===== src/rtl/btn_cond_if.sv =====
// Counter command bundle from btn_cond: one-cycle load/preset/clear pulses plus load data.
interface btn_cond_if;
  logic       load_pulse;
  logic       pre_pulse;
  logic       clr_pulse;
  logic [3:0] data_out;

  modport master (
    output load_pulse,
    output pre_pulse,
    output clr_pulse,
    output data_out
  );

  modport slave (
    input load_pulse,
    input pre_pulse,
    input clr_pulse,
    input data_out
  );
endinterface


===== src/rtl/btn_cond.sv =====
// Button conditioner: synchronise, debounce and pulse load/preset/clear, register switch value.
// Optional BTN_COND_AUTO_REPEAT_EN adds periodic load repeats while the load button is held.
module btn_cond #(
  parameter int unsigned DEBOUNCE_CYCLES = 4,
  parameter int unsigned REPEAT_CYCLES   = 16
) (
  input  logic       clk,
  input  logic       clear,
  input  logic       btn_load,
  input  logic       btn_pre,
  input  logic       btn_clr,
  input  logic [3:0] sw,
  btn_cond_if.master cmd
);

  typedef enum logic [1:0] {StReleased, StPressWait, StHeld, StReleaseWait} state_e;

  localparam logic [7:0] CntLast = 8'(DEBOUNCE_CYCLES - 1);

  // Bits [2:0] are load/pre/clr buttons, [6:3] the switch value.
  logic [6:0] sync1_q, sync2_q;
  logic [2:0] btn_s;
  logic [3:0] sw_s;

  always_ff @(posedge clk or negedge clear) begin
    if (!clear) begin
      sync1_q <= '0;
      sync2_q <= '0;
    end else begin
      sync1_q <= {sw, btn_clr, btn_pre, btn_load};
      sync2_q <= sync1_q;
    end
  end

  assign btn_s = sync2_q[2:0];
  assign sw_s  = sync2_q[6:3];

  state_e     state_q [3];
  state_e     state_d [3];
  logic [7:0] cnt_q   [3];
  logic [7:0] cnt_d   [3];
  logic [2:0] press_ev;

  always_comb begin
    for (int i = 0; i < 3; i++) begin
      state_d[i]  = state_q[i];
      cnt_d[i]    = cnt_q[i];
      press_ev[i] = 1'b0;
      unique case (state_q[i])
        StReleased: begin
          if (btn_s[i]) begin
            state_d[i] = StPressWait;
            cnt_d[i]   = 8'd1;
          end
        end
        StPressWait: begin
          if (!btn_s[i]) begin
            state_d[i] = StReleased;
            cnt_d[i]   = 8'd0;
          end else if (cnt_q[i] == CntLast) begin
            state_d[i]  = StHeld;
            cnt_d[i]    = 8'd0;
            press_ev[i] = 1'b1;
          end else begin
            cnt_d[i] = cnt_q[i] + 8'd1;
          end
        end
        StHeld: begin
          if (!btn_s[i]) begin
            state_d[i] = StReleaseWait;
            cnt_d[i]   = 8'd1;
          end
        end
        StReleaseWait: begin
          if (btn_s[i]) begin
            state_d[i] = StHeld;
            cnt_d[i]   = 8'd0;
          end else if (cnt_q[i] == CntLast) begin
            state_d[i] = StReleased;
            cnt_d[i]   = 8'd0;
          end else begin
            cnt_d[i] = cnt_q[i] + 8'd1;
          end
        end
      endcase
    end
  end

  always_ff @(posedge clk or negedge clear) begin
    if (!clear) begin
      for (int i = 0; i < 3; i++) begin
        state_q[i] <= StReleased;
        cnt_q[i]   <= '0;
      end
    end else begin
      for (int i = 0; i < 3; i++) begin
        state_q[i] <= state_d[i];
        cnt_q[i]   <= cnt_d[i];
      end
    end
  end

  logic rep_ev;

`ifdef BTN_COND_AUTO_REPEAT_EN
  localparam logic [7:0] RepLast = 8'(REPEAT_CYCLES - 1);

  logic [7:0] rep_q, rep_d;

  // Timer runs only while load stays in HELD; any exit or entry restarts it from zero.
  always_comb begin
    rep_d  = 8'd0;
    rep_ev = 1'b0;
    if (state_q[0] == StHeld && state_d[0] == StHeld) begin
      if (rep_q == RepLast) begin
        rep_ev = 1'b1;
      end else begin
        rep_d = rep_q + 8'd1;
      end
    end
  end

  always_ff @(posedge clk or negedge clear) begin
    if (!clear) begin
      rep_q <= '0;
    end else begin
      rep_q <= rep_d;
    end
  end
`else
  logic unused_repeat_cfg;
  assign unused_repeat_cfg = ^8'(REPEAT_CYCLES);
  assign rep_ev = 1'b0;
`endif

  logic       load_d, pre_d, clr_d;
  logic       load_q, pre_q, clr_q;
  logic [3:0] data_d, data_q;

  // Priority clr > pre > load; losing events are simply dropped.
  always_comb begin
    clr_d  = press_ev[2];
    pre_d  = press_ev[1] & ~press_ev[2];
    load_d = (press_ev[0] | rep_ev) & ~press_ev[1] & ~press_ev[2];
    data_d = load_d ? sw_s : data_q;
  end

  always_ff @(posedge clk or negedge clear) begin
    if (!clear) begin
      load_q <= 1'b0;
      pre_q  <= 1'b0;
      clr_q  <= 1'b0;
      data_q <= 4'h0;
    end else begin
      load_q <= load_d;
      pre_q  <= pre_d;
      clr_q  <= clr_d;
      data_q <= data_d;
    end
  end

  assign cmd.load_pulse = load_q;
  assign cmd.pre_pulse  = pre_q;
  assign cmd.clr_pulse  = clr_q;
  assign cmd.data_out   = data_q;

endmodule


===== src/flat_wrapper.sv =====
// flat-port wrapper written by rule: the top's interface ports become plain ports
module btn_cond_flat 
#(
  parameter int unsigned DEBOUNCE_CYCLES = 4,
  parameter int unsigned REPEAT_CYCLES   = 16
)
  (clk, clear, btn_load, btn_pre, btn_clr, sw, cmd_load_pulse, cmd_pre_pulse, cmd_clr_pulse, cmd_data_out);
  btn_cond_if cmd_i ();
  input  logic clk;
  input  logic clear;
  input  logic btn_load;
  input  logic btn_pre;
  input  logic btn_clr;
  input  logic [3:0] sw;
  output wire logic [$bits(cmd_i.load_pulse)-1:0] cmd_load_pulse;
  output wire logic [$bits(cmd_i.pre_pulse)-1:0] cmd_pre_pulse;
  output wire logic [$bits(cmd_i.clr_pulse)-1:0] cmd_clr_pulse;
  output wire logic [$bits(cmd_i.data_out)-1:0] cmd_data_out;
  assign cmd_load_pulse = cmd_i.load_pulse;
  assign cmd_pre_pulse = cmd_i.pre_pulse;
  assign cmd_clr_pulse = cmd_i.clr_pulse;
  assign cmd_data_out = cmd_i.data_out;
  btn_cond #(.DEBOUNCE_CYCLES(DEBOUNCE_CYCLES), .REPEAT_CYCLES(REPEAT_CYCLES)) u_core (.clk(clk), .clear(clear), .btn_load(btn_load), .btn_pre(btn_pre), .btn_clr(btn_clr), .sw(sw), .cmd(cmd_i));
endmodule

===== config.mk =====
export PLATFORM = sky130hd
export DESIGN_NAME = btn_cond_flat
export DESIGN_NICKNAME = d
export VERILOG_FILES = /design/src/rtl/btn_cond_if.sv /design/src/rtl/btn_cond.sv /design/src/flat_wrapper.sv
export SDC_FILE = /design/constraint.sdc
export NUM_CORES = 1
export LEC_CHECK = 0
export BUFFER_PORTS_ARGS = -buffer_cell sky130_fd_sc_hd__buf_2
export CORE_ASPECT_RATIO = 0.9
export CORE_MARGIN = 1.5
export CORE_UTILIZATION = 53
export DETAILED_ROUTE_END_ITERATION = 12
export PLACE_DENSITY_LB_ADDON = 0.25
export SYNTH_ARGS = -nofsm -noshare
export SYNTH_HDL_FRONTEND = slang
export SYNTH_SLANG_ARGS = --single-unit

===== constraint.sdc =====
create_clock -name clk -period 1.8 [get_ports clk]
set_input_delay 0.36 -clock clk [delete_from_list [all_inputs] [get_ports clk]]
set_output_delay 0.36 -clock clk [all_outputs]
set_load 0.02 [all_outputs]

Word-level counts from Yosys, hierarchy flattened
Cells that the tools add are included.
- add/subtract/negate cells: 3
- bitwise gates (word level): 5
- reduce and logical (&&, ||, !) cells: 9
- mux-type cells: 48
- equality and inequality tests: 24
- operators by type and width (kind ; number):
    $mux 8 ; 15
    $pmux 8 s4 ; 3
    $mux 2 ; 18
    $add 8x1->8 const B ; 3
    $eq 8x2->1 const B ; 3
    $pmux 2 s4 ; 3
    $eq 2x2->1 const B ; 6
    $reduce_and 4->1 ; 3
    $mux 1 ; 9
    $ne 3x1->1 const B ; 3
    $ne 3x3->1 const B ; 3
    $eq 2x1->1 const B ; 3
    $logic_not 2->1 ; 3
    $ne 2x1->1 const B ; 3
    $ne 2x2->1 const B ; 3
    $reduce_and 2->1 ; 3
    $and 1x1->1 ; 3
    $not 1->1 ; 2
- logic and storage cells: 101
- input bits: 9
- output and inout bits: 7
- bits in registers: 51

Depth between registers and ports, before layout
- depth after elaboration: 7
- gate-level depth with buffers: 6
- mapped depth without buffers: 5

Least setup slack after synthesis
Ideal clock, no wire load.
- kind: reg-to-reg
- start point: reg u_core.cnt_q[4] (netlist name)
- end point: reg u_core.data_q[0] (netlist: u_core.cmd.data_out[0])
- path buffers: 0
- library setup time: 128 ps
- setup slack: -80 ps
- stages on the path, launching flop included: 5
- period minus slack after synthesis: 1880 ps
- data arrival time: 1752 ps
- required time: 1672 ps
- cell sequence: dfrtp_1 -> or4_4 -> nor4_4 -> nand3b_2 -> mux2_1
- longest elaborated chain between the ends: 6
- RTL lines (item ; RTL line ; text):
    start: declaration ; btn_cond.sv:40 ; logic [7:0] cnt_q [3];
    start signal: indexed assignment ; btn_cond.sv:98 ; cnt_q[i] <= cnt_d[i];
    $eq 8x2->1 ; btn_cond.sv:60 ; end else if (cnt_q[i] == CntLast) begin
    $mux 1 ; btn_cond.sv:60 ;
    $mux 1 ; btn_cond.sv:57 ; if (!btn_s[i]) begin
    $mux 1 ; btn_cond.sv:49 ; unique case (state_q[i])
    via u_core.clr_d ; btn_cond.sv:136 ; logic load_d, pre_d, clr_d;
    $not 1->1 ; btn_cond.sv:144 ; load_d = (press_ev[0] | rep_ev) & ~press_ev[1] & ~press_ev[2];
    $and 1x1->1 ; btn_cond.sv:144 ;
    end signal: assignment ; btn_cond.sv:158 ; data_q <= data_d;
    end: declaration ; btn_cond.sv:138 ; logic [3:0] data_d, data_q;
The timed path passes the listed nets, and every way through them passes these cells.
A chain may end at the register's enable or synchronous reset.

Worst setup path after layout
- start point: reg u_core.cnt_q[22] (netlist name)
- end point: reg u_core.data_q[1] (netlist: u_core.cmd.data_out[1])
- longest elaborated chain between the ends: 6
- RTL lines (item ; RTL line):
    $eq 8x2->1 ; btn_cond.sv:60
    $mux 1 ; btn_cond.sv:60
    $mux 1 ; btn_cond.sv:57
    $mux 1 ; btn_cond.sv:49
    $and 1x1->1 (2 in series) ; btn_cond.sv:144
Every way passes these cells.

==> summary.txt <==
Outcome
  • Status: finished, violations left
  • Failing checks: negative setup slack

Synth
  • Count of different cell masters after synthesis: 47
  • Async SR Flop Fraction: 100.0%
  • Seq cells post-synth: 51
  • Sequential element share of the synthesized area: 56.07%
  • Mapped Nets: 203
  • Synthesized cell area: 0.002276 mm²
  • Main synth FF type: dfrtp_1
  • Cell taking the most area after synthesis: dfrtp_1
  • Gate Count Post-Synth: 189
  • Top cells by area, synth: dfrtp_1, xor2_1, ha_1
  • Synthesized area per cell: 12.04 µm²
  • Post-synth EDFFs: 0
  • Yosys top cell area share: 56.07%
  • Synth warn: 0

Place
  • Placer congestion estimate: 0.8704
  • DP Wirelength: 3170 µm
  • Inst Count DP: 279
  • Number of port buffers: 15
  • DP Area: 0.002648 mm²

Route
  • Detail Route Antenna Nets: 0
  • Initial drt markers: 102
  • Vias: 1688
  • Drc violations: 0
  • Pre-antenna DRT Iters: 4
  • Total Routed Length: 4675 µm
  • Via density: 5.801
  • WL per Instance: 16.07 µm

Critical path
  • CP Data Arrival Time: 2.07 ns
  • Crit-path leading delay family: simple AND/OR/NAND/NOR gates
  • Crit path cell chain: or4_4, buf_6, nor4_4, nand3b_4, mux2_1
  • CP startpoint kind: flip-flop
  • Data required, critical path: 1.98 ns
  • CP Class: flip-flop to flip-flop
  • Nature of the critical path endpoint: flip-flop
  • CP Buf/Inv Count: 1
  • Worst-path maximum fanout: 5
  • CP max stage cell: or4_4
  • Slowest stage delay, CP: 0.58 ns

GRT
  • Vias in the first global route: 1697
  • First-pass GRT wire length: 7700 µm
  • Total GRT Usage: 21.26%
  • Global route total overflow: 0
  • Largest net degree at the start of global routing: 29
  • Antenna violations before repair: 0

CTS
  • Clk slew on worst S/H paths: 0.10 ns
  • Sink Count: 51
  • TritonCTS clock tree: done
  • Maximum level of the CTS H-tree: 2
  • Hold buffers post-CTS: 0
  • CTS root buffer: clkbuf_8
  • TritonCTS Buffers: 5
  • Clk_lat worst skew: 0.30 ns
  • CTS Buffer Depth: 2

STA
  • Period utilization: 104.8%
  • Max_slew headroom: 61.31%
  • Fin Clk Skew: 0.007300 ns
  • Tmin final: 1.887 ns
  • F_max: 530.1 MHz
  • Setup ws final: -0.08651 ns
  • Fin. max-slew vios: 0
  • Tightest Pin Transition: 0.5803 ns
  • Final Hold Violating Endpoints: 0
  • Unrepaired setup endpoints after global routing: yes
  • Final setup fails: 10

Die
  • Die Width: 72.08 µm
  • FP Rows: 22
  • Initial Utilization: 55.49%
  • I/O Pins: 16
  • Core box area: 0.004101 mm²
  • Die Footprint: 0.004697 mm²
  • Die Ht: 65.17 µm

Final layout
  • # fillers: 275
  • Design area: 0.002917 mm²
  • Layout Nets: 256
  • Antenna cell count: 0
  • Share of cells above drive strength 1: 34.57%
  • Most common cell after layout, fill and taps aside: dfrtp_1
  • Layout area overhead: 28.15%
  • Most frequent cells in the layout: dfrtp_1, buf_4, buf_2, nand2_1, nor2_1
  • Non-Filler Instances: 291

Power and ir drop
  • P per Cell Area: 1377 mW/mm²
  • Peak supply drop: 0.0006957 V
  • Total power: 0.004016 W
  • Leakage: 1.390 nW

Min path
  • Hold Crit Class: input port to asynchronous set/reset pin

Run
  • Max-cap violations: 0
[layout make-up]
class                      instances  area (µm²)  share of cell area, %
sequential                        51        1276                  43.76
multi-input combinational        131        1056                  36.21
timing repair buffer              49       372.9                  12.78
clock buffer                       5       68.82                  2.360
clock inverter                     3       67.56                  2.317
tap                               48       60.06                  2.059
inverter                           4       15.01                 0.5148
[through the flow]
| step | setup slack [ns] | utilization (%) | hold slack (ns) | setup TNS, ns |
|---|---|---|---|---|
| finish | -0.08651 | 71.11 | 0.04309 | -0.5435 |
| global placement | -0.02868 | 64.55 | 0.3326 | -0.1138 |
| detailed placement | -0.08102 | 64.55 | 0.3364 | -0.4310 |
| global route | -0.1314 | 71.11 | 0.07485 | -1.141 |
| floorplan | -0.02438 | - | 0.06441 | -0.02438 |
| CTS | -0.09627 | 69.10 | 0.05864 | -0.4497 |
[worst register-to-register path: cells and delay by family (launching register included)]
family,cells,cell delay [ns]
DFF,1,0.39
and+or+nand+nor,3,0.90
muxes,1,0.33
buffers and inverters,1,0.15
[state kept, by name (all words and copies together), names as in the netlist, named ones only]
signal                 count
u_core.state_q             3
u_core.cmd.load_pulse      1
u_core.sync1_q             7
u_core.cmd.data_out        4
u_core.cmd.clr_pulse       1
u_core.sync2_q             7
u_core.cnt_q              24
u_core.cmd.pre_pulse       1
[where the power goes]
| part | switching [W] | total [W] | internal [W] |
|---|---|---|---|
| clock network | 0.000380 | 0.000935 | 0.000554 |
| logic | 0.000809 | 0.00158 | 0.000768 |
| registers | 0.000173 | 0.00150 | 0.00133 |
| total | 0.00136 | 0.00402 | 0.00265 |
[synthesized netlist by cell type (all sizes together), types with 3 or more instances]
cell / instances
nand3b: 3
nand3: 6
nor3: 5
nand2: 15
nor3b: 4
a21oi: 5
a22o: 3
dfrtp: 51
nor4: 3
mux2i: 3
o21ai: 14
and3: 7
a21o: 5
xnor2: 3
ha: 5
inv: 4
mux2: 7
nor2: 9
xor2: 8
o21a: 3
[final timing paths]
check                                       start                      to  slack [ns]  cells after the start
max in group asynchronous                   clear         u_core.cnt_q[2]        1.21                      2
worst min-delay path                        clear         u_core.cnt_q[9]        0.04                      1
worst max register to register   u_core.cnt_q[22]  u_core.cmd.data_out[1]       -0.09                      5
worst max-delay path             u_core.cnt_q[22]  u_core.cmd.data_out[1]       -0.09                      5
worst min register to register  u_core.sync1_q[4]       u_core.sync2_q[4]        0.36                      0
min in group clk                          btn_clr       u_core.sync1_q[2]        0.16                      1
[logic make-up after synthesis]
| kind of cell | synth area share, % |
|---|---|
| AO/OA/AOI/OAI | 14.29 |
| XOR/XNOR | 4.233 |
| adder cells (fa/ha/maj) | 2.749 |
| buffers and inverters | 1.484 |
| flip-flops | 56.07 |
| multiplexers | 5.113 |
| AND/OR/NAND/NOR | 16.05 |
[routing by layer]
layer | routed length [µm] | part of all wire (%) | vias to the layer above | global-route usage, %
met5 | 0 | 0 | - | 0
met4 | 53 | 1.1 | 0 | 5.189
met3 | 149 | 3.2 | 10 | 5.368
met2 | 2417 | 52 | 42 | 37.15
met1 | 2054 | 44 | 845 | 26.56
li1 | - | - | 791 | -
[timing repair]
action	CTS	global route
endpoints found under the hold margin	0	0
endpoints found under the setup margin	10	18
buffers inserted	2	2
pin swaps	3	7
resized for setup	8	19
Note: power is estimated with default switching activity, not from simulation.
